[config.mk]
export PLATFORM = sky130hd
export DESIGN_NAME = accum5b_seq
export DESIGN_NICKNAME = d
export VERILOG_FILES = /design/src/rtl/accum5b_pkg.sv /design/src/rtl/add5_rca.sv /design/src/rtl/full_adder1b.sv /design/src/rtl/accum5b_seq.sv
export SDC_FILE = /design/constraint.sdc
export NUM_CORES = 1
export LEC_CHECK = 0
export ABC_AREA = 1
export BUFFER_PORTS_ARGS = -buffer_cell sky130_fd_sc_hd__buf_2
export CAP_MARGIN = 20
export CORE_MARGIN = 2
export CORE_UTILIZATION = 50
export CTS_CLUSTER_DIAMETER = 100
export DETAILED_ROUTE_END_ITERATION = 12
export PLACE_DENSITY = 0.84
export REMOVE_ABC_BUFFERS = 1
export SLEW_MARGIN = 10
export SYNTH_ARGS = -nofsm -noshare
export SYNTH_HDL_FRONTEND = slang
export SYNTH_SLANG_ARGS = --single-unit
export TNS_END_PERCENT = 5
[constraint.sdc]
create_clock -name clk -period 3.79 [get_ports clk]
set_input_delay 0.379 -clock clk [delete_from_list [all_inputs] [get_ports clk]]
set_output_delay 0.379 -clock clk [all_outputs]
set_load 0.02 [all_outputs]
[src/rtl/accum5b_pkg.sv]
// Shared definitions for the accum5b frame accumulator: FSM state encoding
// and default sizing constants used by the top and the bench.
package accum5b_pkg;

    // Frame FSM: IDLE waits for the first operand, ACC sums the rest,
    // DONE holds the result until the consumer takes it.
    typedef enum logic [1:0] {
        IDLE = 2'd0,
        ACC  = 2'd1,
        DONE = 2'd2
    } state_t;

    localparam int DEF_WIDTH = 5;
    localparam int DEF_N_OPS = 4;

    // Largest value representable in 'width' bits (saturation ceiling).
    function automatic int max_val(input int width);
        return (1 << width) - 1;
    endfunction

endpackage

[src/rtl/add5_rca.sv]
// Combinational WIDTH-bit ripple-carry adder built from full_adder1b cells.
// The carry out of the top cell is exported so the caller can flag overflow.
module add5_rca #(
    parameter int WIDTH = 5
) (
    input  logic [WIDTH-1:0] a,
    input  logic [WIDTH-1:0] b,
    input  logic             cin,
    output logic [WIDTH-1:0] sum,
    output logic             cout
);

    logic [WIDTH:0] carry;

    assign carry[0] = cin;
    assign cout     = carry[WIDTH];

    // Chain one full adder per bit, carry rippling from LSB to MSB.
    for (genvar i = 0; i < WIDTH; i++) begin : g_bit
        full_adder1b u_fa (
            .a   (a[i]),
            .b   (b[i]),
            .cin (carry[i]),
            .sum (sum[i]),
            .cout(carry[i+1])
        );
    end

endmodule

[src/rtl/full_adder1b.sv]
// One-bit full adder cell; the building block of the ripple-carry adder.
module full_adder1b (
    input  logic a,
    input  logic b,
    input  logic cin,
    output logic sum,
    output logic cout
);

    logic p;

    // Propagate term shared by the sum and carry equations.
    assign p    = a ^ b;
    assign sum  = p ^ cin;
    assign cout = (a & b) | (cin & p);

endmodule

[src/rtl/accum5b_seq.sv]
// Frame accumulator: sums N_OPS unsigned operands into a WIDTH-bit result
// with a sticky carry-out flag, then presents the result on an output
// handshake.
//
// Handshakes: a transfer happens on a rising edge where valid && ready.
// A producer holding valid keeps its data stable until the transfer; the
// result side (out_valid/out_sum/out_ovf) is held stable here until
// out_ready is seen with out_valid.
//
// Optional build macro ACCUM5B_SAT_EN: any carry-out clamps the running
// sum to all-ones and keeps it there for the rest of the frame. Without it
// the sum wraps modulo 2^WIDTH.
module accum5b_seq
    import accum5b_pkg::*;
#(
    parameter int WIDTH = DEF_WIDTH,
    parameter int N_OPS = DEF_N_OPS
) (
    input  logic             clk,
    input  logic             rst,
    input  logic             clr,
    input  logic             in_valid,
    output logic             in_ready,
    input  logic [WIDTH-1:0] in_data,
    output logic             out_valid,
    input  logic             out_ready,
    output logic [WIDTH-1:0] out_sum,
    output logic             out_ovf,
    output state_t           dbg_state
);

    localparam int CNT_W = $clog2(N_OPS + 1);
    localparam logic [CNT_W-1:0] LAST_CNT = CNT_W'(N_OPS);
    localparam logic [CNT_W-1:0] ONE_CNT  = CNT_W'(1);

    state_t           state;
    logic [WIDTH-1:0] acc;
    logic             ovf;
    logic [CNT_W-1:0] cnt;
    logic [CNT_W-1:0] cnt_inc;
    logic             out_valid_q;

    logic [WIDTH-1:0] add_a;
    logic [WIDTH-1:0] add_sum;
    logic             add_cout;
    logic [WIDTH-1:0] acc_upd;

    // The first operand of a frame is added to zero, so the adder's A input
    // is forced to zero in IDLE rather than relying on acc being cleared.
    assign add_a   = (state == IDLE) ? '0 : acc;
    assign cnt_inc = cnt + ONE_CNT;

    add5_rca #(.WIDTH(WIDTH)) u_add (
        .a   (add_a),
        .b   (in_data),
        .cin (1'b0),
        .sum (add_sum),
        .cout(add_cout)
    );

    // Accumulator update for an ACC-state accept: wrap or saturate.
`ifdef ACCUM5B_SAT_EN
    assign acc_upd = (add_cout || ovf) ? '1 : add_sum;
`else
    assign acc_upd = add_sum;
`endif

    // Ready is withheld while reset is asserted and while a result waits.
    assign in_ready  = !rst && (state != DONE);
    assign out_valid = out_valid_q;
    assign out_sum   = acc;
    assign out_ovf   = ovf;
    assign dbg_state = state;

    // Frame FSM with accumulator, sticky overflow and operand counter.
    always_ff @(posedge clk) begin
        if (rst || clr) begin
            state       <= IDLE;
            acc         <= '0;
            ovf         <= 1'b0;
            cnt         <= '0;
            out_valid_q <= 1'b0;
        end else begin
            case (state)
                IDLE: begin
                    if (in_valid) begin
                        acc   <= add_sum;
                        ovf   <= 1'b0;
                        cnt   <= ONE_CNT;
                        state <= ACC;
                    end
                end
                ACC: begin
                    if (in_valid) begin
                        acc <= acc_upd;
                        ovf <= ovf | add_cout;
                        cnt <= cnt_inc;
                        if (cnt_inc == LAST_CNT) begin
                            state       <= DONE;
                            out_valid_q <= 1'b1;
                        end
                    end
                end
                DONE: begin
                    if (out_ready) begin
                        state       <= IDLE;
                        out_valid_q <= 1'b0;
                    end
                end
                default: begin
                    state       <= IDLE;
                    out_valid_q <= 1'b0;
                end
            endcase
        end
    end

endmodule

==> tab_implementation.tex <==
\begin{tabular}{lr}
\hline
Metric & Value \\
\hline
\multicolumn{2}{l}{\textbf{Setup path}} \\
\quad Worst Reg2Reg Path Length in Cells & 11 \\
\quad Crit start category & register \\
\quad Launch instance of the worst register-to-register path & dbg\_state[1]\$\_SDFFE\_PP0P\_ \\
\quad R2R Path End & out\_sum[4]\$\_SDFFE\_PP0P\_ \\
\quad CP Data Required Time & 4.00 ns \\
\quad Reg-to-reg slack, setup & 1.15 ns \\
\quad CP Capture Type & register \\
\quad Arrival time at the worst endpoint & 2.85 ns \\
\quad Kind of critical path & reg2reg \\
\quad Crit-path max FO & 7 \\
\multicolumn{2}{l}{\textbf{Floorplanning}} \\
\quad Die Span Y & 40.2 um \\
\quad Area of the core region & 1270 um\^{}2 \\
\quad Num ports & 20 \\
\quad Starting Density & 51.8\% \\
\quad Overall die area & 1620 um\^{}2 \\
\quad Row count & 13 \\
\quad Die outline width & 40.2 um \\
\multicolumn{2}{l}{\textbf{Synth}} \\
\quad Ranking of synthesized cells by instance count & 14 x sky130\_fd\_sc\_hd\_\_inv\_1, 12 x sky130\_fd\_sc\_hd\_\_a21oi\_1, 12 x sky130\_fd\_sc\_hd\_\_dfxtp\_1 \\
\quad Netlist area before placement & 657 um\^{}2 \\
\quad Sequential area share after synthesis & 36.6\% \\
\quad Synthesized area per cell & 7.82 um\^{}2 \\
\quad Number of synthesized flops with an enable pin & 0 \\
\quad Xor and xnor fraction of the mapped netlist area & 0\% \\
\quad Warnings from Yosys & 0 \\
\quad Dominant synthesized flop cell & sky130\_fd\_sc\_hd\_\_dfxtp\_1 \\
\quad Cell count after synthesis & 84 \\
\quad Count of distinct cell types in the synthesized netlist & 17 \\
\quad Fraction of the mapped netlist area in compound gates & 15.6\% \\
\quad Top cells by area, synth & sky130\_fd\_sc\_hd\_\_dfxtp\_1 37\%, sky130\_fd\_sc\_hd\_\_fa\_1 12\%, sky130\_fd\_sc\_hd\_\_a21oi\_1 9.1\% \\
\quad Simple-gate portion of the synthesized area & 19.0\% \\
\quad Main combinational cell family by area after synthesis & simple AND/OR/NAND/NOR gates \\
\quad Share of flip-flops with an asynchronous set or reset & 0\% \\
\quad Share of Yosys cell area claimed by the top area cell type & 36.6\% \\
\quad Dominant cell type by area after synthesis & sky130\_fd\_sc\_hd\_\_dfxtp\_1 \\
\quad FF+latch count, synth & 12 \\
\quad Multiplexer area fraction after synthesis & 0\% \\
\quad Adder and majority cell fraction of the synthesized area & 17.9\% \\
\quad Most common cell in the netlist & sky130\_fd\_sc\_hd\_\_inv\_1 \\
\multicolumn{2}{l}{\textbf{Min path}} \\
\quad Hold-critical path endpoint & out\_sum[2]\$\_SDFFE\_PP0P\_ \\
\quad Launch instance of the worst min-delay path & clr \\
\quad Class of the tightest hold or removal check & in2reg \\
\quad Cell count of the worst hold path & 4 \\
\multicolumn{2}{l}{\textbf{CTS}} \\
\quad CTS Hold Buffers Added & 0 \\
\quad Clk\_lat worst skew & 0.27 ns \\
\quad Buffer cell driving the clock tree root & sky130\_fd\_sc\_hd\_\_clkbuf\_4 \\
\quad Number of levels in the clock H-tree & 1 \\
\quad Clk slew on worst S/H paths & 0.07 ns \\
\quad Clock sink count & 12 \\
\quad Total of cells resized after clock tree synthesis & 0 \\
\quad Number of buffers inserted during clock tree synthesis & 3 \\
\quad Post-CTS setup repair buffer count & 0 \\
\quad CTS tree & built \\
\quad Max Buffers Root-to-Sink & 2 \\
\multicolumn{2}{l}{\textbf{Timing}} \\
\quad Smallest hold slack & 0.408 ns \\
\quad Number of hold-slack violations in the final timing report & 0 \\
\quad Slew headroom & 80.2\% \\
\quad Setup repair after global routing missed its margin & false \\
\quad Skew final & 0.00211 ns \\
\quad Least-Margin Pin Slew & 0.295 ns \\
\quad Post-route clock period utilization & 69.6\% \\
\quad TNS Setup & 0 ns \\
\quad Final critical-path required period & 2.64 ns \\
\quad Setup Viol. Count Final & 0 \\
\quad Maximum achievable frequency & 379 MHz \\
\quad Max-slew violation count & 0 \\
\multicolumn{2}{l}{\textbf{Place}} \\
\quad Last weighted congestion value of the routability-driven placer & 0.780 \\
\quad Placed wire-length estimate after detailed placement & 1030 um \\
\quad Count of port buffers added during placement & 19 \\
\multicolumn{2}{l}{\textbf{Route}} \\
\quad Vias after detailed routing & 613 \\
\quad Residual antenna-violating net count after detailed routing & 0 \\
\quad \# DRC & 0 \\
\quad Number of DRC markers after the initial detailed-route iteration & 6 \\
\quad Post-DR wirelength/cell & 10.8 um \\
\quad Detailed Route WL & 1300 um \\
\quad Vias/cell & 5.11 \\
\quad Drt pass-1 iters & 4 \\
\multicolumn{2}{l}{\textbf{Global route}} \\
\quad Global-route wire length before repair & 2130 um \\
\quad Global route overflow & 0 \\
\quad Vias in the first global route & 566 \\
\quad Initial antenna violation count & 0 \\
\quad Largest net degree at the start of global routing & 12 \\
\quad Total global routing track utilization & 20.3\% \\
\multicolumn{2}{l}{\textbf{Cells and area}} \\
\quad Layout overhead on the synthesized area & 19.6\% \\
\quad Total inserted antenna cells & 0 \\
\quad Nets & 124 \\
\quad Layout cells sized above 1 & 27.6\% \\
\multicolumn{2}{l}{\textbf{Power}} \\
\quad Pleak & 0.377 nW \\
\quad Total power per unit cell area & 313 nW/um\^{}2 \\
\quad Worst vdd ir & 183 uV \\
\quad Overall Power & 0.000246 W \\
\multicolumn{2}{l}{\textbf{Run}} \\
\quad Max Cap Viol & 0 \\
\multicolumn{2}{l}{\textbf{Run status}} \\
\quad Status & finished, final reports clean \\
\hline
\end{tabular}
## worst max-delay path, stage by stage, from the launching register on
cell,delay [ns]
sky130_fd_sc_hd__dfxtp_1,0.38
sky130_fd_sc_hd__nor2_2,0.22
sky130_fd_sc_hd__nor2_1,0.07
sky130_fd_sc_hd__ha_1,0.17
sky130_fd_sc_hd__inv_1,0.06
sky130_fd_sc_hd__fa_1,0.17
sky130_fd_sc_hd__inv_1,0.05
sky130_fd_sc_hd__fa_1,0.38
sky130_fd_sc_hd__fa_1,0.39
sky130_fd_sc_hd__fa_1,0.49
sky130_fd_sc_hd__o21ai_1,0.06
sky130_fd_sc_hd__a21oi_1,0.11
## cell usage in the layout (no fill, tap or decap), drive strengths merged
master  count
buf        19
nor3        1
ha          3
inv        17
o21ai       7
dfxtp      12
a211oi      1
nor2        8
nand3b      1
nand3       5
fa          4
clkbuf      3
nand2      12
a21oi      12
## metal layers
layer | global-route usage (%) | vias to the layer above | routed length, um
met5 | 0 | - | 0
met2 | 34.7 | 13 | 660
met3 | 5.56 | 5 | 48
met1 | 23.1 | 284 | 562
met4 | 10.0 | 0 | 30
li1 | - | 311 | -
## worst max-delay path by stage
stage	from	end	slack (ns)	cells past startpoint
floorplan	dbg_state[1]$_SDFFE_PP0P_	out_sum[4]$_SDFFE_PP0P_	1.25	11
global placement	dbg_state[1]$_SDFFE_PP0P_	out_sum[4]$_SDFFE_PP0P_	1.21	11
detailed placement	dbg_state[1]$_SDFFE_PP0P_	out_sum[4]$_SDFFE_PP0P_	1.17	11
CTS	dbg_state[1]$_SDFFE_PP0P_	out_sum[4]$_SDFFE_PP0P_	1.14	11
global route	dbg_state[1]$_SDFFE_PP0P_	out_sum[4]$_SDFFE_PP0P_	0.97	11
finish	dbg_state[1]$_SDFFE_PP0P_	out_sum[4]$_SDFFE_PP0P_	1.15	11
## power breakdown
| group | leakage, nW | switching [W] | internal (W) |
|---|---|---|---|
| Clock | 0.0138 | 0.0000414 | 0.0000368 |
| Sequential | 0.0977 | 0.00000280 | 0.000130 |
| Combinational | 0.265 | 0.0000224 | 0.0000127 |
## flip-flops by register name, indices dropped and copies added (netlist names)
register,count
out_ovf,1
dbg_state,2
out_valid,1
cnt,3
out_sum,5
## cell families (layout without fill, tap and decap cells)
kind of cell	Yosys count	after routing
buf+inv	18	39
fa+ha+maj	7	7
compound gates	20	20
simple gates	27	27
flops	12	12
## area by class of cell
class / instances / area [um^2]
repair buffers: 19 / 95.1
fillers: 111 / 483
flip-flops and latches: 12 / 240
inverters: 17 / 63.8
clock buffers: 3 / 22.5
multi-input cells: 54 / 345
well taps: 15 / 18.8
## per-stage QoR
step / cells / cell area [um^2] / util, % / worst slack, ns
2_1_floorplan: 83 / 649 / - / 1.25
3_3_place_gp: 117 / 763 / 60.2 / 1.21
3_5_place_dp: 117 / 763 / 60.2 / 1.17
4_1_cts: 120 / 786 / 61.9 / 1.14
5_1_grt: 120 / 786 / 61.9 / 0.971
6_report: 120 / 786 / 61.9 / 1.15
No activity file was read; power rests on OpenSTA's default activity.
